$ cat src/rtl/cpu_regfile_pkg.sv
// Shared constants for the SuperSpeedCPU register file and its storage cells.
// The address width is derived from the depth, so a non-power-of-two depth still gets enough bits.
package cpu_regfile_pkg;

    localparam int REG_WIDTH = 20;
    localparam int REG_DEPTH = 16;
    localparam int NUM_READ_PORTS = 2;

    function automatic int addr_width(input int depth);
        return (depth < 2) ? 1 : $clog2(depth);
    endfunction

endpackage

$ cat src/rtl/param_register.sv
// WIDTH-bit storage cell with a load enable and an asynchronous active-high clear.
// The register file uses one of these for each live entry.
module param_register #(
    parameter int WIDTH = 20
) (
    input  logic             clk,
    input  logic             reset,
    input  logic             w,
    input  logic [WIDTH-1:0] d,
    output logic [WIDTH-1:0] q
);

    always_ff @(posedge clk or posedge reset) begin
        if (reset) begin
            q <= '0;
        end else if (w) begin
            q <= d;
        end
    end

endmodule

$ cat src/rtl/register_file.sv
// Register file with one write port, two combinational read ports, an optional
// write-to-read bypass, an optional hardwired zero entry and a per-entry busy scoreboard.
module register_file
    import cpu_regfile_pkg::*;
#(
    parameter int WIDTH    = REG_WIDTH,
    parameter int DEPTH    = REG_DEPTH,
    parameter bit BYPASS   = 1'b1,
    parameter bit ZERO_REG = 1'b1,
    localparam int ADDR_W  = addr_width(DEPTH)
) (
    input  logic              clk,
    input  logic              reset,
    input  logic              w,
    input  logic [ADDR_W-1:0] waddr,
    input  logic [WIDTH-1:0]  wdata,
    input  logic [ADDR_W-1:0] raddr0,
    input  logic [ADDR_W-1:0] raddr1,
    output logic [WIDTH-1:0]  rdata0,
    output logic [WIDTH-1:0]  rdata1,
    input  logic              mark,
    input  logic [ADDR_W-1:0] mark_addr,
    output logic              busy0,
    output logic              busy1
);

    localparam logic [ADDR_W:0] DEPTH_L = (ADDR_W + 1)'(DEPTH);

    logic [WIDTH-1:0] entry_q [DEPTH];
    logic [DEPTH-1:0] busy_q;

    // Entry 0 under ZERO_REG, and any out-of-range address, behaves as constant zero / never busy.
    function automatic logic live_addr(input logic [ADDR_W-1:0] a);
        return ({1'b0, a} < DEPTH_L) && !(ZERO_REG && (a == '0));
    endfunction

    genvar gi;

    generate
        for (gi = 0; gi < DEPTH; gi++) begin : g_entry
            if (ZERO_REG && gi == 0) begin : g_zero
                assign entry_q[gi] = '0;
                assign busy_q[gi]  = 1'b0;
            end else begin : g_live
                logic busy_reg;
                logic entry_w;
                logic entry_mark;

                assign entry_w    = w && (waddr == ADDR_W'(gi));
                assign entry_mark = mark && (mark_addr == ADDR_W'(gi));

                param_register #(
                    .WIDTH (WIDTH)
                ) u_reg (
                    .clk   (clk),
                    .reset (reset),
                    .w     (entry_w),
                    .d     (wdata),
                    .q     (entry_q[gi])
                );

                // A mark on the same edge as a writeback wins: it is the newer producer.
                always_ff @(posedge clk or posedge reset) begin
                    if (reset) begin
                        busy_reg <= 1'b0;
                    end else if (entry_mark) begin
                        busy_reg <= 1'b1;
                    end else if (entry_w) begin
                        busy_reg <= 1'b0;
                    end
                end

                assign busy_q[gi] = busy_reg;
            end
        end
    endgenerate

    generate
        for (gi = 0; gi < NUM_READ_PORTS; gi++) begin : g_read
            logic [ADDR_W-1:0] addr;
            logic [WIDTH-1:0]  data;
            logic              busy;

            assign addr = (gi == 0) ? raddr0 : raddr1;

            always_comb begin
                data = '0;
                busy = 1'b0;
                if (live_addr(addr)) begin
                    data = entry_q[addr];
                    busy = busy_q[addr];
                    if (BYPASS && w && (waddr == addr)) begin
                        data = wdata;
                        busy = 1'b0;
                    end
                end
            end
        end
    endgenerate

    assign rdata0 = g_read[0].data;
    assign busy0  = g_read[0].busy;
    assign rdata1 = g_read[1].data;
    assign busy1  = g_read[1].busy;

endmodule

$ cat config.mk
export PLATFORM = sky130hd
export DESIGN_NAME = register_file
export DESIGN_NICKNAME = d
export VERILOG_FILES = /design/src/rtl/cpu_regfile_pkg.sv /design/src/rtl/param_register.sv /design/src/rtl/register_file.sv
export SDC_FILE = /design/constraint.sdc
export NUM_CORES = 1
export LEC_CHECK = 0
export CAP_MARGIN = 20
export CORE_UTILIZATION = 35
export DETAILED_ROUTE_END_ITERATION = 6
export DONT_BUFFER_PORTS = 1
export HOLD_SLACK_MARGIN = 0.1
export PLACE_DENSITY_LB_ADDON = 0.25
export SLEW_MARGIN = 40
export SYNTH_ARGS = -nofsm -noshare
export SYNTH_HDL_FRONTEND = slang
export SYNTH_SLANG_ARGS = --single-unit
export TNS_END_PERCENT = 1
$ cat constraint.sdc
create_clock -name clk -period 9.52 [get_ports clk]
set_input_delay 1.428 -clock clk [delete_from_list [all_inputs] [get_ports clk]]
set_output_delay 1.428 -clock clk [all_outputs]
set_load 0.05 [all_outputs]
After elaboration in Yosys (flattened, before gate mapping)
Index checks and enable logic that the tools add are counted.
Storage, ports and cells
  bits in registers: 315
  input bits: 40
  word-level logic and storage cells: 165
Operators by class
  magnitude comparators: 4
  equality and inequality tests: 32
  multiplexer cells: 48
  bitwise logic cells: 2
  reduce and logical (&&, ||, !) cells: 49
Operators by type and width (count)
  20-bit binary-select mux with 4-bit select: 2
  20-bit 2-to-1 mux: 8
  4-bit == test (second input constant): 16
  1-bit 2-to-1 mux: 36
  4-bit by 3-bit == test with 1-bit output (second input constant): 8
  1-bit logical AND: 32
  2-bit nonzero test: 15
  4-bit by 2-bit == test with 1-bit output (second input constant): 4
  5-bit greater-or-equal comparator (second input constant): 2
  4-bit by 5-bit less-than comparator with 1-bit output (second input constant): 2
  4-bit NOT with 5-bit output: 2
  1-bit binary-select mux with 4-bit select: 2
  4-bit by 1-bit == test with 1-bit output (second input constant): 2
  4-bit == test: 2
  4-bit zero test: 2

Depth between registers and ports, before layout
Gate-level depths: netlist of run 1.
  depth after elaboration: 6
  depth in mapped cells: 9
  depth with buffers taken out: 5

Modules after synthesis
Synthesis of run 1 repeated with hierarchy kept, for this count alone.
Second synthesis, totals
  cell total of the unflattened synthesis: 1330
  area total of the unflattened synthesis: 19028.2 um^2
By module, submodules not included
  param_register: instances 15, cells each 43, area each 827.0 um^2, seq. area each 500.5 um^2
  register_file: instances 1, cells each 685, area each 6622.6 um^2, seq. area each 375.4 um^2

Least setup slack after synthesis of run 1
OpenSTA, ideal clock, no wires.
  path type: input to output
  start: in raddr1[0]
  end: out rdata1[12]
  arrival time: 3668 ps
  required time: 8092 ps
  setup slack: 4424 ps
  stages: 7
  cells stage by stage: buf_4 -> buf_6 -> a22o_1 -> nor4_1 -> clkbuf_1 -> a211oi_1 -> nor3_1
Between the ends
  word-level cells in the longest chain between the ends: 6
  elaborated cells between the ends (all ways): 9
  classes of those cells: eq/ne: 1; mux: 5; bitwise: 1; reduce/logical: 2
Ends and longest elaborated chain
  start, declared: line register_file.sv:18  | input logic [ADDR_W-1:0] raddr1,
  4-bit NOT with 5-bit output (implied by the code): line register_file.sv:90  | data = entry_q[addr];
  20-bit binary-select mux with 4-bit select: line register_file.sv:90
  20-bit 2-to-1 mux (implied by the code) (2 in a row): line register_file.sv:90
  20-bit 2-to-1 mux: line register_file.sv:92  | if (BYPASS && w && (waddr == addr)) begin
  20-bit 2-to-1 mux (*): line register_file.sv:89  | if (live_addr(addr)) begin
  end, declared: line register_file.sv:20  | output logic [WIDTH-1:0] rdata1,
Every way passes the cells marked *; elsewhere a longest branch is shown, timed or not. The select of a mux whose other input is x is not followed.

Final worst setup path of run 1
  start: in raddr1[1]
  end: out rdata1[1]
Same word-level chain as after synthesis.

==> results.json, run 1 <==
{
  "numPortBuffers": 0,
  "crit_fanout": 69,
  "hold_violations": 0,
  "dp_hpwl_um": 30800,
  "cp_slowest_cell": "nor3_2",
  "synth_seq_area_share_pct": 44.5,
  "syn-instance-count": 1333,
  "report.final.slew_viol_count": 0,
  "path_cells": "inv_2 -> a22o_1 -> or4_1 -> buf_4 -> nor2_1 -> nor3_2",
  "cap_violations": 0,
  "seqPwrFrac_pct": 43.5,
  "clk_pin_slew_worst_paths_ps": 50,
  "crit_buf_inv": 2,
  "pwr-share-clk_pct": 32.3,
  "num_rows": 82,
  "fin_setup_tns_ps": 0,
  "clock_skew_ps": 0,
  "synth_nets": 1373,
  "die_height_um": 227,
  "critPathKind": "input pin to output port",
  "fin_nets": 1311,
  "worst_pin_slew_ps": 875,
  "yosysTopAreaCell": "dfrtp_1",
  "ir_drop_mv": 0.113,
  "drt_iter0_drc": 785,
  "post_drt_wl_per_cell_um": 26.4,
  "worstPathRequired_ps": 8090,
  "htree_levels": 2,
  "cts-resized-gates": 0,
  "grt_setup_unrepaired": "false",
  "start_kind": "input pin",
  "ios": 82,
  "avgSynthCellArea_um2": 13.3,
  "ys.flop_type": "dfrtp_1",
  "coreArea_um2": 50100,
  "cts_hold_buf": 0,
  "antenna_found_initial": 0,
  "routabilityCongestion": 0.778,
  "synth.distinct_cells": 39,
  "fin_crit_sh_pct": 55.2,
  "overflow": 0,
  "worstSetupEndpointType": "output port",
  "leakagePower_nw": 7.82,
  "cts.sinks": 315,
  "grt_pass1_wl_um": 79900,
  "yosysMostFrequentCell": "mux2_2",
  "period_minus_slack_ps": 5260,
  "outcome": "finished clean",
  "grt_pass1_vias": 12400,
  "largest_reg_flops": 300,
  "track_usage_pct": 21.0,
  "ys_warn_count": 0,
  "p_comb_share_pct": 24.2,
  "ant_nets": 0,
  "drc_errors": 0,
  "p_int_mw": 3.07,
  "synth-seq-cells": 315,
  "ys_async_sr_fraction_pct": 100,
  "via_per_inst": 5.85,
  "mappedNetlistArea_um2": 17700,
  "die_w_um": 227,
  "holdPathStages": 2,
  "yosys-top-cells-area": "dfrtp_1 45%, mux2_2 22%, mux4_2 16%, nor3_1 2.2%, a221oi_1 2.0%",
  "path_depth": 6,
  "slew-limit-headroom_pct": 41.3,
  "slowest_delay_ps": 640,
  "floorplan.initialDensity_pct": 35.4,
  "drive_gt1_share_pct": 47.6,
  "antennaDiodeCount": 0,
  "crit_family": "simple AND/OR/NAND/NOR gates",
  "worst_hold_slack_ps": 508,
  "via_count": 11500,
  "multi_input_area_um2": 9530,
  "min_path_type": "register to register",
  "switchingPower_mw": 1.22,
  "grt_max_degree": 89,
  "cts_setup_buffers": 0,
  "numCtsBuffers": 37,
  "synth_top_area_share_pct": 44.5,
  "wirelength_um": 51900,
  "worstPathArrival_ps": 3830,
  "synth_common_cells": "346 x mux2_2, 315 x dfrtp_1, 127 x mux4_2",
  "first_pass_iters": 5,
  "area_growth_pct": 11.8,
  "clock_latency_ps": 520,
  "cts_buffer_depth": 3,
  "r2r_cells": 1,
  "nFillCells": 4732,
  "cts_tree": "built",
  "power_density_nw_per_um2": 217,
  "setup_viol_count_final": 0,
  "die_area_um2": 51500,
  "fmax_mhz": 190,
  "root_buffer": "clkbuf_16",
  "sw_frac_of_total_pct": 28.4,
  "synth_edf_count": 0,
  "seq_area_um2": 7880
}
==> power by group through the flow <==
stage | Sequential, mW | Clock, mW | Combinational [mW]
3_5_place_dp | 1.89 | 0 | 1.05
3_3_place_gp | 1.87 | 0 | 1.01
6_report | 1.87 | 1.39 | 1.04
5_1_grt | 1.92 | 1.48 | 1.12
2_1_floorplan | 1.82 | 0 | 0.932
4_1_cts | 1.87 | 1.43 | 1.05
==> per-layer routing <==
layer / track usage, % / share of wire, % / vias to the layer above
li1: - / - / 4930
met1: 27.9 / 43 / 6233
met2: 35.1 / 49 / 276
met3: 3.82 / 5.1 / 76
met4: 5.82 / 2.4 / 0
met5: 0 / 0 / -
==> per-stage QoR <==
stage	power, mW	instance area, um^2	utilization, %	cells	setup slack (ps)
6_report	4.29	19800	39.5	1968	4260
5_1_grt	4.52	19800	39.5	1968	4260
4_1_cts	4.34	19800	39.5	1968	4270
3_5_place_dp	2.94	18600	37.2	1904	4280
3_3_place_gp	2.88	18400	36.7	1896	3960
2_1_floorplan	2.75	17700	-	1333	3900
==> layout make-up <==
class,instances,area share [%]
Tap cell,672,4.25
Inverter,5,0.114
Clock buffer,57,5.41
Clock inverter,7,0.449
Sequential cell,315,39.8
Multi-Input combinational cell,879,48.1
Timing Repair Buffer,33,1.81
==> cell usage in the layout (no fill, tap or decap), types with 3 or more instances in the layout <==
master and count:
a211oi_1 34, a211oi_2 3, a221oi_1 40, and3_1 3, buf_16 3, buf_4 23, buf_8 4, clkbuf_1 13
clkbuf_16 37, clkbuf_8 7, clkinv_2 4, dfrtp_1 315, inv_1 3, mux2_1 16, mux2_2 346, mux4_2 127
nand2_1 71, nand2b_1 4, nand3_1 8, nand3b_1 8, nor2_1 42, nor2_2 5, nor2_4 4, nor2b_1 40
nor3_1 38, nor3_2 23, nor3_4 16, o21ai_0 18, o22ai_1 3, o31ai_1 3, or3_1 3, xor2_1 3
==> kinds of logic (layout without fill, tap and decap cells) <==
| logic type | count (synthesis) | in the layout | synth area share, % |
|---|---|---|---|
| muxes | 491 | 491 | 39.3 |
| DFF | 315 | 315 | 44.5 |
| xor gates and xnor gates | 5 | 5 | 0.247 |
| AOI/OAI and AO/OA | 107 | 107 | 4.65 |
| buffers and inverters | 139 | 102 | 3.77 |
| and+or+nand+nor | 276 | 276 | 7.51 |
==> final timing paths <==
kind | startpoint | end | slack [ps]
setup / recovery | raddr1[1] | rdata1[1] | 4260
hold / removal | g_entry[1].g_live.busy_reg | g_entry[1].g_live.busy_reg | 510
setup reg to reg | g_entry[2].g_live.u_reg.q[5] | g_entry[2].g_live.u_reg.q[5] | 8700
hold reg to reg | g_entry[1].g_live.busy_reg | g_entry[1].g_live.busy_reg | 510
max in group asynchronous | reset | g_entry[9].g_live.u_reg.q[10] | 6870
min in group asynchronous | reset | g_entry[14].g_live.u_reg.q[3] | 710
Power figures use the tool's default switching activity.
==> inputs of run 2 (changes only) <==
==> constraint.sdc (replaced) <==
create_clock -name clk -period 4.8 [get_ports clk]
set_input_delay 0.72 -clock clk [delete_from_list [all_inputs] [get_ports clk]]
set_output_delay 0.72 -clock clk [all_outputs]
set_load 0.05 [all_outputs]
==> results.json, run 2 (synthesis results as in run 1) <==
{
  "outcome": "finished clean",
  "setup_viol_count_final": 0,
  "post_drt_wl_per_cell_um": 26.3,
  "clock_latency_ps": 520,
  "root_buffer": "clkbuf_16",
  "worstPathArrival_ps": 2840,
  "worst_pin_slew_ps": 841,
  "layout_commonest_cell": "mux2_2",
  "via_per_inst": 5.85,
  "first_pass_iters": 6,
  "drive_gt1_share_pct": 49.0,
  "report.final.slew_viol_count": 0,
  "r2r_cells": 1,
  "crit_family": "simple AND/OR/NAND/NOR gates",
  "final_area_um2": 20000,
  "placed_cell_area_um2": 18800,
  "critPathKind": "input pin to output port",
  "hold_violations": 0,
  "p_int_mw": 6.23,
  "seqPwrFrac_pct": 42.9,
  "leakagePower_nw": 8.02,
  "wirelength_um": 52700,
  "holdPathStages": 1,
  "drt_iter0_drc": 873,
  "coreArea_um2": 50100,
  "routabilityCongestion": 0.758,
  "clk_pin_slew_worst_paths_ps": 60,
  "crit_buf_inv": 2,
  "numPortBuffers": 0,
  "cts_tree": "built",
  "floorplan.initialDensity_pct": 35.4,
  "sw_frac_of_total_pct": 28.0,
  "slowest_delay_ps": 660,
  "p_comb_share_pct": 24.7,
  "cts.sinks": 315,
  "cp_slowest_cell": "and3_1",
  "switchingPower_mw": 2.43,
  "drc_errors": 0,
  "start_kind": "input pin",
  "fin_nets": 1351,
  "overflow": 0,
  "pwr-share-clk_pct": 32.5,
  "clock_skew_ps": 0,
  "num_rows": 82,
  "via_count": 11700,
  "p_total_mw": 8.65,
  "path_cells": "xor2_1 -> nor3_1 -> and3_1 -> buf_4 -> a211oi_1 -> nor3_2 -> buf_4",
  "fmax_mhz": 281,
  "area_growth_pct": 13.1,
  "die_w_um": 227,
  "crit_fanout": 68,
  "ant_nets": 0,
  "regToRegSetupSlack_ps": 3940,
  "fin_crit_sh_pct": 74.1,
  "dp_hpwl_um": 29400,
  "cap_violations": 0,
  "track_usage_pct": 21.2,
  "final_cell_mix": "346 x mux2_2, 315 x dfrtp_1, 127 x mux4_2",
  "grt_pass1_wl_um": 80600,
  "largest_reg_flops": 300,
  "crit_path_frequent_cell": "buf_4",
  "grt_max_degree": 113,
  "worstPathRequired_ps": 4080,
  "worstSetupEndpointType": "output port",
  "numCtsBuffers": 37,
  "cts_buffer_depth": 3,
  "path_depth": 7,
  "antennaDiodeCount": 0,
  "ir_drop_mv": 0.207,
  "slew-limit-headroom_pct": 43.6,
  "die_height_um": 227,
  "grt_setup_unrepaired": "false",
  "ios": 82,
  "power_density_nw_per_um2": 432,
  "htree_levels": 2,
  "die_area_um2": 51500,
  "min_path_type": "input pin to register",
  "period_minus_slack_ps": 3560,
  "finish.utilization_pct": 40.0,
  "grt_pass1_vias": 12200,
  "antenna_found_initial": 0
}
## run 2: cell types whose count changed in the layout (fill, tap and decap cells not counted), moves of 2 or more
cell and change:
buf_6 -2, clkinv_2 -2, clkbuf_1 -2, buf_4 +38
nor3_2 +16, buf_12 +3, nor3_4 -16
## run 2: worst paths after layout
kind	from	end
min reg2reg	g_entry[1].g_live.busy_reg	g_entry[1].g_live.busy_reg
min in group asynchronous	reset	g_entry[12].g_live.u_reg.q[0]
max reg2reg	g_entry[2].g_live.u_reg.q[2]	g_entry[2].g_live.u_reg.q[2]
max in group asynchronous	reset	g_entry[12].g_live.u_reg.q[10]
max	raddr0[1]	rdata0[5]
min	mark_addr[3]	g_entry[1].g_live.busy_reg
## run 2: through the flow
stage               std cells  worst slack (ps)  hold WS (ps)  TNS, ps
detailed placement       1943              1310           495        0
global route             2005              1200           287        0
CTS                      2005              1290           271        0
finish                   2005              1240           290        0
global placement         1936              1340           490        0
floorplan                1333              -117           461   -36810
## run 2: timing repair
item / CTS / global route
gates resized for setup: 0 / 0
hold endpoints to repair: 1 / 0
hold buffers: 1 / 0
buffers inserted: 0 / 0
## run 2: power groups by stage
stage | registers (mW) | clock network [mW] | logic (mW)
after floorplan | 3.60 | 0 | 1.85
after global placement | 3.71 | 0 | 2.12
after detailed placement | 3.74 | 0 | 2.15
after CTS | 3.70 | 2.88 | 2.16
after global routing | 3.80 | 2.97 | 2.30
final | 3.71 | 2.81 | 2.13
## run 2: cell type report
cell class                      count  area, um^2
Tap cell                          672         841
Fill cell                        4800       30000
Multi-Input combinational cell    879        9410
Inverter                            5        22.5
Clock inverter                      5         100
Sequential cell                   315        7880
Timing Repair Buffer               73         691
Clock buffer                       56        1080
## run 2: metal layers
| metal | vias to the layer above | track usage, % | wire (um) |
|---|---|---|---|
| li1 | 5023 | - | - |
| met1 | 6335 | 28.8 | 23300 |
| met2 | 291 | 35.2 | 25800 |
| met3 | 86 | 2.88 | 2200 |
| met4 | 0 | 6.19 | 1390 |
| met5 | - | 0 | 0 |
